$ cat src/rtl/fpu_stream_wrapper.sv
// Streaming front end for the fixed-latency fpu core: round-robin request arbiter,
// credit-limited issue, in-flight tracking pipe and in-order result FIFO.
// Optional sticky exception register is enabled by defining FPU_STREAM_STICKY_EN.
module fpu_stream_wrapper #(
  parameter int NUM_CH = 2,
  parameter int LAT    = 4,
  parameter int DEPTH  = 4,
  localparam int CW    = (NUM_CH > 1) ? $clog2(NUM_CH) : 1
) (
  input  logic                   clk,
  input  logic                   rst,
  input  logic [NUM_CH-1:0]      in_valid,
  output logic [NUM_CH-1:0]      in_ready,
  input  logic [3*NUM_CH-1:0]    in_op,
  input  logic [2*NUM_CH-1:0]    in_rmode,
  input  logic [32*NUM_CH-1:0]   in_opa,
  input  logic [32*NUM_CH-1:0]   in_opb,
  output logic [2:0]             fpu_op,
  output logic [1:0]             rmode,
  output logic [31:0]            opa,
  output logic [31:0]            opb,
  input  logic [31:0]            core_out,
  input  logic [7:0]             core_flags,
  output logic                   res_valid,
  input  logic                   res_ready,
  output logic [31:0]            res_data,
  output logic [7:0]             res_flags,
  output logic [CW-1:0]          res_ch,
  input  logic                   sticky_clr,
  output logic [7:0]             exc_sticky
);

  localparam int AW = $clog2(DEPTH);

  logic [AW:0]         wr_q, rd_q, cnt_q, cnt_d;
  logic [CW-1:0]       rr_q, rr_d, gnt_ch;
  logic [NUM_CH-1:0]   grant;
  logic                accept, pop, empty, credit;
  logic [2:0]          sel_op, fpu_op_q;
  logic [1:0]          sel_rm, rmode_q;
  logic [31:0]         sel_a, sel_b, opa_q, opb_q;
  logic [LAT:0]        trk_v_q;
  logic [CW-1:0]       trk_ch_q [LAT+1];
  logic [31:0]         mem_data_q  [DEPTH];
  logic [7:0]          mem_flags_q [DEPTH];
  logic [CW-1:0]       mem_ch_q    [DEPTH];

  assign empty     = (wr_q == rd_q);
  assign res_valid = !empty;
  assign pop       = res_valid & res_ready;
  // a pop in the same cycle frees the credit the new accept consumes
  assign credit    = (cnt_q < (AW+1)'(DEPTH)) || pop;

  always_comb begin
    int idx;
    idx    = 0;
    grant  = '0;
    gnt_ch = '0;
    rr_d   = rr_q;
    sel_op = '0;
    sel_rm = '0;
    sel_a  = '0;
    sel_b  = '0;
    for (int k = 0; k < NUM_CH; k++) begin
      idx = int'(rr_q) + k;
      if (idx >= NUM_CH) idx = idx - NUM_CH;
      if (grant == '0 && in_valid[idx]) begin
        grant[idx] = 1'b1;
        gnt_ch     = CW'(idx);
        rr_d       = (idx == NUM_CH - 1) ? '0 : CW'(idx + 1);
        sel_op     = in_op[3*idx +: 3];
        sel_rm     = in_rmode[2*idx +: 2];
        sel_a      = in_opa[32*idx +: 32];
        sel_b      = in_opb[32*idx +: 32];
      end
    end
    if (rst || !credit) begin
      grant = '0;
      rr_d  = rr_q;
    end
  end

  assign in_ready = grant;
  assign accept   = |grant;

  always_comb begin
    case ({accept, pop})
      2'b10:   cnt_d = cnt_q + (AW+1)'(1);
      2'b01:   cnt_d = cnt_q - (AW+1)'(1);
      default: cnt_d = cnt_q;
    endcase
  end

  always_ff @(posedge clk) begin
    if (rst) begin
      rr_q     <= '0;
      cnt_q    <= '0;
      rd_q     <= '0;
      wr_q     <= '0;
      trk_v_q  <= '0;
      fpu_op_q <= '0;
      rmode_q  <= '0;
      opa_q    <= '0;
      opb_q    <= '0;
      for (int i = 0; i <= LAT; i++) trk_ch_q[i] <= '0;
    end else begin
      rr_q        <= rr_d;
      cnt_q       <= cnt_d;
      rd_q        <= rd_q + (AW+1)'(pop);
      wr_q        <= wr_q + (AW+1)'(trk_v_q[LAT]);
      trk_v_q     <= {trk_v_q[LAT-1:0], accept};
      trk_ch_q[0] <= gnt_ch;
      for (int i = 1; i <= LAT; i++) trk_ch_q[i] <= trk_ch_q[i-1];
      if (accept) begin
        fpu_op_q <= sel_op;
        rmode_q  <= sel_rm;
        opa_q    <= sel_a;
        opb_q    <= sel_b;
      end
    end
  end

  // storage needs no reset: reads are masked while the pointers say empty
  always_ff @(posedge clk) begin
    if (trk_v_q[LAT]) begin
      mem_data_q[wr_q[AW-1:0]]  <= core_out;
      mem_flags_q[wr_q[AW-1:0]] <= core_flags;
      mem_ch_q[wr_q[AW-1:0]]    <= trk_ch_q[LAT];
    end
  end

  assign fpu_op    = fpu_op_q;
  assign rmode     = rmode_q;
  assign opa       = opa_q;
  assign opb       = opb_q;
  assign res_data  = empty ? '0 : mem_data_q[rd_q[AW-1:0]];
  assign res_flags = empty ? '0 : mem_flags_q[rd_q[AW-1:0]];
  assign res_ch    = empty ? '0 : mem_ch_q[rd_q[AW-1:0]];

`ifdef FPU_STREAM_STICKY_EN
  logic [7:0] sticky_q;

  // a clear in the same cycle as a pop keeps only that pop's flags
  always_ff @(posedge clk) begin
    if (rst)             sticky_q <= '0;
    else if (sticky_clr) sticky_q <= pop ? res_flags : 8'h00;
    else if (pop)        sticky_q <= sticky_q | res_flags;
  end

  assign exc_sticky = sticky_q;
`else
  logic sticky_clr_unused;

  assign sticky_clr_unused = sticky_clr;
  assign exc_sticky        = 8'h00;
`endif

endmodule
$ cat config.mk
export PLATFORM = sky130hd
export DESIGN_NAME = fpu_stream_wrapper
export DESIGN_NICKNAME = d
export VERILOG_FILES = /design/src/rtl/fpu_stream_wrapper.sv
export SDC_FILE = /design/constraint.sdc
export NUM_CORES = 1
export LEC_CHECK = 0
export BUFFER_PORTS_ARGS = -buffer_cell sky130_fd_sc_hd__clkbuf_2
export CAP_MARGIN = 20
export CORE_AREA = 2 2 169 121
export DETAILED_ROUTE_END_ITERATION = 16
export DIE_AREA = 0 0 171 123
export PLACE_DENSITY = 0.83
export SYNTH_ARGS = -nofsm -noshare
export SYNTH_HDL_FRONTEND = slang
export SYNTH_SLANG_ARGS = --single-unit
$ cat constraint.sdc
create_clock -name clk -period 9.3 [get_ports clk]
set_input_delay 0.93 -clock clk [delete_from_list [all_inputs] [get_ports clk]]
set_output_delay 0.93 -clock clk [all_outputs]
set_load 0.02 [all_outputs]
==> summary.md, run 1 <==
## Setup path
- **data required time at the worst endpoint** 8370 ps
- **startpoint kind of the worst setup timing path** input pin
- **critical path fanouts, max** 73
- **arrival time at the worst endpoint** 2540 ps
- **critical path type** in2out
- **kind of capture point of the worst setup path** primary output

## Route
- **remaining antenna violation count** 0
- **number of design rule violations left after detail routing** 0
- **drt first pass iters** 5
- **via count of the routed design** 6,986
- **mean number of vias per cell** 5.66
- **detailed router's first-iteration violation count** 536
- **drt total wl** 23.1 mm
- **post-DR wirelength/cell** 18.8 um

## Timing
- **Slew Limit Fails** 0
- **unrepaired setup endpoints after global routing** no
- **achievable clock frequency** 0.288 GHz
- **time the final worst path needs with I/O delays and setup** 3470 ps
- **number of endpoints with negative hold slack in the final report** 0
- **crit share post-route** 37.3%
- **actual slew at the worst max-slew pin** 938 ps
- **worst clock skew on the final layout** 18.8 ps
- **headroom to the max-slew limit** 37.5%
- **final-report setup violation count** 0
- **Setup Total Neg Slack** 0 ps

## Cells and area
- **number of inserted diodes** 0
- **area of all sequential standard cells** 0.00671 mm^2
- **area occupied by multi-input gates** 0.00344 mm^2
- **number of filler instances in the final layout** 1,420
- **Layout Cell Area excl Fill** 0.0129 mm^2
- **area added between synthesis and finish** 22.5%
- **Total Nets Final** 1,136
- **share of cells above drive strength 1** 47.9%

## Pwr
- **switching part of the total** 23.8%
- **fraction of power consumed by the clock network** 37.3%
- **logic gate share of total power** 12.1%
- **maximum ir drop on the vdd rail** 0.168 mV
- **internal power consumption** 1.88 mW
- **power per cell area** 191 mW/mm^2
- **static leakage power** 4.82 nW
- **net switching power** 587 uW
- **share of power burned in registers** 50.6%

## Die
- **die outline area** 0.0210 mm^2
- **Die Height** 123 um
- **count of pins on the block boundary** 305
- **site row count** 43
- **Initial Util** 54.0%
- **area inside the core boundary** 0.0195 mm^2
- **die extent in x** 171 um

## Yosys
- **most common library cells after synthesis** 164 x edfxtp_1, 89 x dfxtp_1, 69 x a22oi_1, 69 x a31oi_1, 68 x a211oi_2
- **synthesized instance count** 682
- **proportion of synthesized chip area in sequential cells** 63.8%
- **synth unique cells** 35
- **cells taking the most area after synthesis** edfxtp_1 47%, dfxtp_1 17%, mux4_2 8.8%, a211oi_2 8.1%, a22oi_1 4.9%
- **cell taking the most area after synthesis** edfxtp_1
- **Post-synth top flop** edfxtp_1
- **number of synthesized flops with an enable pin** 164
- **post-synthesis instance area** 0.0105 mm^2
- **share of synthesized flip-flops with an asynchronous set or reset** 0%
- **count leader, synth** edfxtp_1
- **count of yosys warnings during synthesis** 0
- **number of synthesized register bits** 253
- **area share of the largest cell type after synthesis** 46.8%
- **post-synthesis average cell area** 15.4 um^2

## GRT
- **GR Overflow Total** 0
- **global-route wire length before repair** 35.9 mm
- **antenna violations before repair** 0
- **maximum number of pins on one net before global-route repair** 75
- **number of global-route vias before repair** 7,002
- **Tot GR Track Use** 21.6%

## Place
- **global placement routability congestion** 0.792
- **placed instance area** 0.0121 mm^2
- **HPWL after DPL** 14.7 mm
- **Port Buffers** 295

## Clock network
- **hold_buf cts** 0
- **Clock Sinks** 253
- **deepest level of the CTS H-tree** 1
- **clk_lat worst skew** 510 ps
- **Clock transition at path regs** 60 ps
- **Root Buffer** clkbuf_16
- **TritonCTS clock tree** built
- **post_cts resized** 0
- **Setup Buffers After CTS** 0
- **buffers from clock root to sink, at most** 3
- **clock buffers created by TritonCTS** 24

## Run
- **max-capacitance violation count** 0

## Outcome
- **status** complete, no violations

## Min path
- **worst min-delay path category** reg2reg

## path summary, 6_finish.rpt
check | start | to | slack (ps) | depth (start not counted)
worst max register to register | wr_q[0] | cnt_q[2] | 6080 | 11
worst min-delay path | trk_v_q[1] | trk_v_q[2] | 430 | 1
worst min register to register | trk_v_q[1] | trk_v_q[2] | 430 | 1
worst max-delay path | rst | in_ready[1] | 5830 | 6
## metal layers
metal	vias to the layer above	GRT usage, %	wire length [um]
met2	244	36.6	11300
li1	3251	-	-
met3	49	3.81	1330
met1	3442	28.7	9940
met5	-	0	0
met4	0	6.57	610
## power groups by stage
stage	logic [mW]	registers (mW)	clock network (mW)
final	0.299	1.24	0.919
after global routing	0.325	1.25	0.983
after CTS	0.299	1.24	0.942
after detailed placement	0.298	1.27	0
after global placement	0.291	1.27	0
after floorplan	0.163	1.30	0
## logic make-up (layout without fill, tap and decap cells)
| family | count (synthesis) | after routing | share of synthesized area (%) |
|---|---|---|---|
| DFF | 253 | 253 | 63.8 |
| AOI/OAI and AO/OA | 213 | 213 | 17.6 |
| buffers and inverters | 85 | 360 | 4.09 |
| and+or+nand+nor | 76 | 76 | 4.33 |
| muxes | 41 | 41 | 8.78 |
| xor gates and xnor gates | 7 | 7 | 0.583 |
| adders and majority gates | 6 | 6 | 0.785 |
| other | 1 | 8 | 0.0357 |
## cell type report
class,instances,share of cell area (%)
multi-input combinational,351,26.7
tap,270,2.62
inverter,7,0.204
clock inverter,7,0.466
sequential,253,52.1
timing repair buffer,309,12.6
clock buffer,37,5.29
## sequential cells by signal, indices dropped and copies added (netlist names), 3 cells and up
| register | flops |
|---|---|
| cnt_q | 3 |
| mem_ch_q | 4 |
| trk_v_q | 5 |
| opb | 32 |
| opa | 32 |
| mem_flags_q | 32 |
| fpu_op | 3 |
| rd_q | 3 |
| trk_ch_q | 5 |
| wr_q | 3 |
| mem_data_q | 128 |
## layout by cell type (no fill, tap or decap), drive strengths merged, types with 8 or more instances in the layout
cell type    n
nor2b       54
buf         15
conb         8
edfxtp     164
a31oi       69
a211oi      69
a22oi       69
clkbuf     331
mux4        41
dfxtp       89
## worst max-delay path, cell delays in order
cell and delay (ps):
buf_4 300, inv_2 90, buf_4 590, and3_1 290, and2_1 130, clkbuf_2 170
## stage by stage
stage	total power, mW	hold WS, ps	setup slack [ps]	util [%]	cells
finish	2.46	429	5830	66.1	1234
global route	2.56	442	5630	66.1	1234
CTS	2.49	434	5780	65.8	1231
detailed placement	1.57	424	5690	62.0	1187
global placement	1.56	418	5730	62.0	1187
floorplan	1.46	414	5400	-	689
(Power assumes the default switching activity.)
==> run 2, diff against run 1 <==
==> config.mk (replaced) <==
export PLATFORM = sky130hd
export DESIGN_NAME = fpu_stream_wrapper
export DESIGN_NICKNAME = d
export VERILOG_FILES = /design/src/rtl/fpu_stream_wrapper.sv
export SDC_FILE = /design/constraint.sdc
export NUM_CORES = 1
export LEC_CHECK = 0
export ABC_AREA = 1
export BUFFER_PORTS_ARGS = -buffer_cell sky130_fd_sc_hd__clkbuf_2
export CAP_MARGIN = 20
export CORE_AREA = 2 2 185 133
export DETAILED_ROUTE_END_ITERATION = 16
export DIE_AREA = 0 0 187 135
export PLACE_DENSITY = 0.79
export SYNTH_ARGS = -nofsm -noshare
export SYNTH_HDL_FRONTEND = slang
export SYNTH_SLANG_ARGS = --single-unit
==> constraint.sdc (replaced) <==
create_clock -name clk -period 3.45 [get_ports clk]
set_input_delay 0.345 -clock clk [delete_from_list [all_inputs] [get_ports clk]]
set_output_delay 0.345 -clock clk [all_outputs]
set_load 0.02 [all_outputs]
==> summary.md, run 2 <==
## Outcome
- **status** complete, no violations

## Timing
- **min setup slack post-route** 560 ps, -5270 ps
- **achievable clock frequency** 0.346 GHz
- **worst clock skew on the final layout** 10.0 ps, -8.75 ps
- **headroom to the max-slew limit** 38.4%, +0.91 points
- **time the final worst path needs with I/O delays and setup** 2890 ps
- **number of endpoints with negative hold slack in the final report** 0, unchanged
- **final-report setup violation count** 0, unchanged
- **crit share post-route** 83.8%
- **actual slew at the worst max-slew pin** 924 ps, -13.7 ps
- **Slew Limit Fails** 0, unchanged
- **unrepaired setup endpoints after global routing** no

## Yosys
- **synth unique cells** 23, -34%
- **count of yosys warnings during synthesis** 0, unchanged
- **complex-gate fraction of the synthesized area** 14.8%, -2.8 points
- **share of synthesized flip-flops with an asynchronous set or reset** 0%, unchanged
- **cell taking the most area after synthesis** edfxtp_1
- **mux cell area share after synthesis** 0%, -8.8 points
- **dominant combinational cell family by area after synthesis** simple AND/OR/NAND/NOR gates
- **basic-gate share of the synthesized area counting and, or, nand and nor cells** 20.4%, +16 points
- **most common library cells after synthesis** 316 x nand2_1, 307 x nor2_1, 224 x o21ai_0
- **count leader, synth** nand2_1
- **fraction of the mapped netlist area in adder cells** 0.664%, -0.12 points
- **cells taking the most area after synthesis** edfxtp_1 40%, dfxtp_1 14%, nand2_1 9.5%, nor2_1 9.3%, o21ai_0 9.0%
- **number of synthesized flops with an enable pin** 164, unchanged
- **synthesized instance count** 1,555, +130%
- **Post-synth top flop** edfxtp_1
- **area share of the largest cell type after synthesis** 39.6%, -7.3 points
- **number of synthesized register bits** 253, unchanged
- **Post-Synth XOR/XNOR Area** 0.211%, -0.37 points
- **post-synthesis instance area** 0.0124 mm^2, +18%
- **post-synthesis average cell area** 8.00 um^2, -48%
- **proportion of synthesized chip area in sequential cells** 53.9%, -9.9 points

## Route
- **via count of the routed design** 10,800, +55%
- **remaining antenna violation count** 0, unchanged
- **mean number of vias per cell** 5.08, -10%
- **drt first pass iters** 5, unchanged
- **post-DR wirelength/cell** 14.6 um, -22%
- **drt total wl** 31.2 mm, +35%
- **detailed router's first-iteration violation count** 712, +33%
- **number of design rule violations left after detail routing** 0, unchanged

## GRT
- **Tot GR Track Use** 24.5%, +3.0 points
- **maximum number of pins on one net before global-route repair** 139, +85%
- **global-route wire length before repair** 50.6 mm, +41%
- **antenna violations before repair** 0, unchanged
- **number of global-route vias before repair** 10,400, +48%
- **GR Overflow Total** 0, unchanged

## Place
- **post-place setup slack** 672 ps, -5020 ps
- **placed instance area** 0.0141 mm^2, +16%
- **global placement routability congestion** 0.841, +6.3%
- **Port Buffers** 295, unchanged
- **HPWL after DPL** 20.3 mm, +38%

## Cells and area
- **Layout Cell Area excl Fill** 0.0149 mm^2, +16%
- **share of cells above drive strength 1** 20.5%, -27 points
- **most frequent standard cell in the layout excluding fill and tap cells** nand2_1
- **number of inserted diodes** 0, unchanged
- **Total Nets Final** 1,986, +75%
- **commonest cells after routing, fill and taps aside** 316 x nand2_1, 307 x nor2_1, 298 x clkbuf_2
- **area added between synthesis and finish** 19.7%
- **number of flip-flops under the largest register name** 128, unchanged

## Clock network
- **post_cts resized** 0, unchanged
- **buffers from clock root to sink, at most** 3, unchanged
- **Root Buffer** clkbuf_16
- **Clock Sinks** 253, unchanged
- **Clock transition at path regs** 60 ps, about the same
- **TritonCTS clock tree** built
- **hold_buf cts** 0, unchanged
- **clock buffers created by TritonCTS** 25, +4.2%
- **clk_lat worst skew** 510 ps, about the same
- **deepest level of the CTS H-tree** 1, unchanged
- **Setup Buffers After CTS** 0, unchanged

## Setup path
- **kind of capture point of the worst setup path** primary output
- **startpoint kind of the worst setup timing path** flip-flop
- **critical path type** reg2out
- **master of the slowest instance on the critical path** buf_4
- **arrival time at the worst endpoint** 2550 ps, about the same
- **critical path fanouts, max** 84, +15%
- **Worst R2R End** cnt_q[2]
- **maximum cell stage delay along the critical path** 710 ps, +120 ps
- **data required time at the worst endpoint** 3110 ps, -5260 ps
- **Worst Reg-to-Reg Cells** 13, +2
- **worst path cell trace** buf_4 -> inv_2 -> buf_4 -> o21ai_0 -> a21oi_1 -> clkbuf_2
- **worst flop-to-flop path startpoint** rr_q
- **Most Frequent Cell on Critical Path** buf_4
- **register-to-register path setup slack** 710 ps, -5370 ps

## Pwr
- **final total power** 7.34 mW, +200%
- **static leakage power** 6.95 nW, +44%
- **maximum ir drop on the vdd rail** 0.337 mV, +100%
- **power per cell area** 493 mW/mm^2, +160%

## Run
- **max-capacitance violation count** 0, unchanged

## Die
- **area inside the core boundary** 0.0233 mm^2, +20%
- **die outline area** 0.0252 mm^2, +20%
- **count of pins on the block boundary** 305, unchanged
- **Initial Util** 53.3%, -0.69 points
- **Die Height** 135 um, +9.8%
- **site row count** 47, +9.3%
- **die extent in x** 187 um, +9.4%

## Min path
- **Worst Hold Depth** 1, unchanged
- **worst min-delay path category** in2reg
- **worst-case hold path end point** mem_data_q[0][4]
- **hold wc startpoint** core_out[4]

==> run 2: changes by cell type in the layout (fill, tap and decap cells not counted), sizes merged, moves of 13 or more <==
cell and delta:
o21ai +223, inv +188, a22oi -69, a211oi -69, a31oi -69, mux4 -41, nand2 +316, a21oi +45
a22o +56, nor2 +300, nand3 +15, nand4 +13, nor2b -54
==> run 2: logic make-up after synthesis <==
family,Yosys count
AND/OR/NAND/NOR,659
adder cells (fa/ha/maj),6
XOR/XNOR,3
AO/OA/AOI/OAI,327
buffers and inverters,306
flip-flops,253
other,1
==> run 2: where the power goes <==
part	switching [mW]	leakage (nW)	total [mW]	internal, mW
clock	1.12	0.394	2.67	1.55
sequential	0.0578	2.21	3.39	3.33
combinational	0.821	4.35	1.28	0.457
total	2.00	6.95	7.34	5.34
==> run 2: worst max path at each step <==
stage | startpoint | end | slack (ps)
floorplan | wr_q[0] | mem_ch_q[3] | -340
global placement | in_valid[0] | cnt_q[2] | 730
detailed placement | in_valid[0] | cnt_q[2] | 670
CTS | rd_q[0] | res_data[7] | 580
global route | rd_q[0] | res_data[7] | 400
finish | rd_q[0] | res_data[7] | 560
==> run 2: critical path, delay by kind of cell (launching register included) <==
family | cells | cell delay [ps]
AOI/OAI and AO/OA | 2 | 360
buffers and inverters | 4 | 1290
DFF | 1 | 330
==> run 2: final cells by class <==
class	instances	area (um^2)
Multi-Input combinational cell	1003	4560
Clock inverter	6	62.6
Inverter	196	737
Fill cell	2003	8450
Tap cell	318	398
Timing Repair Buffer	317	1690
Sequential cell	253	6710
Clock buffer	39	742
==> run 2: metrics by stage <==
| stage | util (%) | setup TNS (ps) | hold WS (ps) | std cells |
|---|---|---|---|---|
| global route | 63.8 | 0 | 39.1 | 2132 |
| floorplan | - | -50540 | 388 | 1562 |
| finish | 63.8 | 0 | 56.2 | 2132 |
| detailed placement | 60.2 | 0 | 396 | 2086 |
| CTS | 63.7 | 0 | 39.4 | 2131 |
| global placement | 60.2 | 0 | 390 | 2086 |
==> run 2: layer usage <==
layer	global-route usage (%)	part of all wire (%)
met3	4.96	6.1
met1	31.9	44
met4	8.20	2.8
met5	0	0
met2	41.4	47
==> run 3, diff against run 2 <==
--- a/config.mk
+++ b/config.mk
@@ -8,10 +8,10 @@
 export ABC_AREA = 1
 export BUFFER_PORTS_ARGS = -buffer_cell sky130_fd_sc_hd__clkbuf_2
 export CAP_MARGIN = 20
-export CORE_AREA = 2 2 185 133
+export CORE_AREA = 2 2 194 139
 export DETAILED_ROUTE_END_ITERATION = 16
-export DIE_AREA = 0 0 187 135
-export PLACE_DENSITY = 0.79
+export DIE_AREA = 0 0 196 141
+export PLACE_DENSITY = 0.76
 export SYNTH_ARGS = -nofsm -noshare
 export SYNTH_HDL_FRONTEND = slang
 export SYNTH_SLANG_ARGS = --single-unit
==> constraint.sdc (replaced) <==
create_clock -name clk -period 2.6 [get_ports clk]
set_input_delay 0.26 -clock clk [delete_from_list [all_inputs] [get_ports clk]]
set_output_delay 0.26 -clock clk [all_outputs]
set_load 0.02 [all_outputs]
==> summary.md, run 3 (synthesized netlist as in run 2, its figures left out) <==
## Route
- **post-DR wirelength/cell** 14.3 um, -2.4%
- **drt first pass iters** 5, unchanged
- **detailed router's first-iteration violation count** 668, -6.2%
- **number of design rule violations left after detail routing** 0, unchanged
- **remaining antenna violation count** 0, unchanged
- **drt total wl** 31.3 mm, +0.39%
- **mean number of vias per cell** 4.97, -2.0%
- **via count of the routed design** 10,900, +0.71%

## Timing
- **headroom to the max-slew limit** 46.4%, +8.0 points
- **crit share post-route** 92.1%
- **actual slew at the worst max-slew pin** 804 ps, -120 ps
- **worst clock skew on the final layout** 17.6 ps, +7.54 ps
- **final-report setup violation count** 0, unchanged
- **unrepaired setup endpoints after global routing** no
- **achievable clock frequency** 0.417 GHz
- **min setup slack post-route** 204 ps, -356 ps
- **time the final worst path needs with I/O delays and setup** 2400 ps
- **worst hold slack after final layout** 60.9 ps, +4.71 ps
- **number of endpoints with negative hold slack in the final report** 0, unchanged
- **Slew Limit Fails** 0, unchanged

## Setup path
- **gate family responsible for the most delay along the worst path** buffers and inverters
- **kind of capture point of the worst setup path** primary output
- **maximum cell stage delay along the critical path** 360 ps, -350 ps
- **critical path type** reg2out
- **register-to-register path setup slack** 380 ps, -330 ps
- **data required time at the worst endpoint** 2340 ps, -770 ps
- **Most Frequent Cell on Critical Path** nor2_1
- **master of the slowest instance on the critical path** dfxtp_2
- **critical path fanouts, max** 51, -39%
- **arrival time at the worst endpoint** 2140 ps, -410 ps
- **startpoint kind of the worst setup timing path** flip-flop
- **worst path cell trace** buf_12 -> buf_8 -> nor2_1 -> nor2_1 -> o21ai_0 -> a21oi_1 -> clkbuf_2
- **worst path bufs/invs** 3, -1

## Die
- **die outline area** 0.0276 mm^2, +9.5%
- **die extent in x** 196 um, +4.8%
- **area inside the core boundary** 0.0260 mm^2, +11%
- **Initial Util** 47.8%, -5.5 points
- **Die Height** 141 um, +4.4%
- **site row count** 50, +6.4%
- **count of pins on the block boundary** 305, unchanged

## GRT
- **number of global-route vias before repair** 10,300, -0.097%
- **GR Overflow Total** 0, unchanged
- **Tot GR Track Use** 22.3%, -2.2 points
- **antenna violations before repair** 0, unchanged
- **global-route wire length before repair** 50.6 mm, -0.16%
- **maximum number of pins on one net before global-route repair** 138, -0.72%

## Pwr
- **power per cell area** 638 mW/mm^2, +30%
- **final total power** 9.81 mW, +34%
- **static leakage power** 7.14 nW, +2.6%
- **maximum ir drop on the vdd rail** 0.470 mV, +39%

## Cells and area
- **share of cells above drive strength 1** 20.0%, -0.50 points
- **area added between synthesis and finish** 23.5%
- **Total Nets Final** 2,027, +2.1%
- **commonest cells after routing, fill and taps aside** 316 x nand2_1, 307 x nor2_1, 295 x clkbuf_2
- **number of filler instances in the final layout** 2,302, +15%
- **area occupied by multi-input gates** 0.00456 mm^2, +0.11%
- **number of inserted diodes** 0, unchanged
- **number of flip-flops under the largest register name** 128, unchanged
- **area of all sequential standard cells** 0.00671 mm^2, about the same
- **most frequent standard cell in the layout excluding fill and tap cells** nand2_1
- **Final Core Density** 59.0%, -4.7 points

## Place
- **global placement routability congestion** 0.885, +5.2%
- **Port Buffers** 295, unchanged
- **post-place setup slack** 365 ps, -307 ps
- **HPWL after DPL** 19.8 mm, -2.3%

## Outcome
- **status** complete, no violations

## Clock network
- **clk_lat worst skew** 520 ps, about the same
- **clock buffers created by TritonCTS** 26, +4.0%
- **Setup Buffers After CTS** 0, unchanged
- **buffers from clock root to sink, at most** 3, unchanged
- **TritonCTS clock tree** built
- **Root Buffer** clkbuf_16
- **Clock Sinks** 253, unchanged
- **deepest level of the CTS H-tree** 1, unchanged
- **Clock transition at path regs** 60 ps, about the same

## Run
- **max-capacitance violation count** 0, unchanged

## Min path
- **worst min-delay path category** in2reg

==> run 3: worst paths after layout <==
path	startpoint	end	cells past startpoint
max reg2reg	wr_q[1]	cnt_q[2]	14
max	rd_q[0]	res_flags[3]	7
min	in_valid[0]	rr_q	3
min reg2reg	trk_v_q[3]	trk_v_q[4]	2
==> run 3: area by class of cell <==
type                    count  area share, %
flip-flops and latches    253           43.7
multi-input cells        1003           29.7
repair buffers            357           13.8
clock buffers              33           4.54
well taps                 338           2.75
inverters                 196           4.81
clock inverters            12          0.749
==> run 3: where the power goes <==
group / leakage (nW) / switching, mW / internal [mW]
Sequential: 2.21 / 0.0746 / 4.42
Clock: 0.393 / 1.48 / 2.09
Combinational: 4.53 / 1.09 / 0.653
Total: 7.14 / 2.65 / 7.16
==> run 3: routing by layer <==
layer | up-vias | GRT usage (%) | wire (um)
met5 | - | 0 | 0
met4 | 0 | 9.09 | 1190
met3 | 77 | 5.02 | 2080
met2 | 348 | 37.1 | 14700
met1 | 4911 | 28.5 | 13300
li1 | 5562 | - | -
==> run 3: per-stage QoR <==
stage | area (um^2) | TNS [ps] | cells
floorplan | 12500 | -189940 | 1562
CTS | 15300 | 0 | 2191
global route | 15400 | 0 | 2192
finish | 15400 | 0 | 2192
global placement | 14100 | 0 | 2106
detailed placement | 14100 | 0 | 2106
==> run 3: what timing repair did <==
action                                 CTS  global route
resized for setup                        3             9
hold buffers                            40             0
setup endpoints to repair               18            34
endpoints found under the hold margin  160             0
==> run 3: worst min-delay path, stage by stage <==
cell	delay [ps]
clkbuf_2	100
a21oi_1	60
nor3_1	110
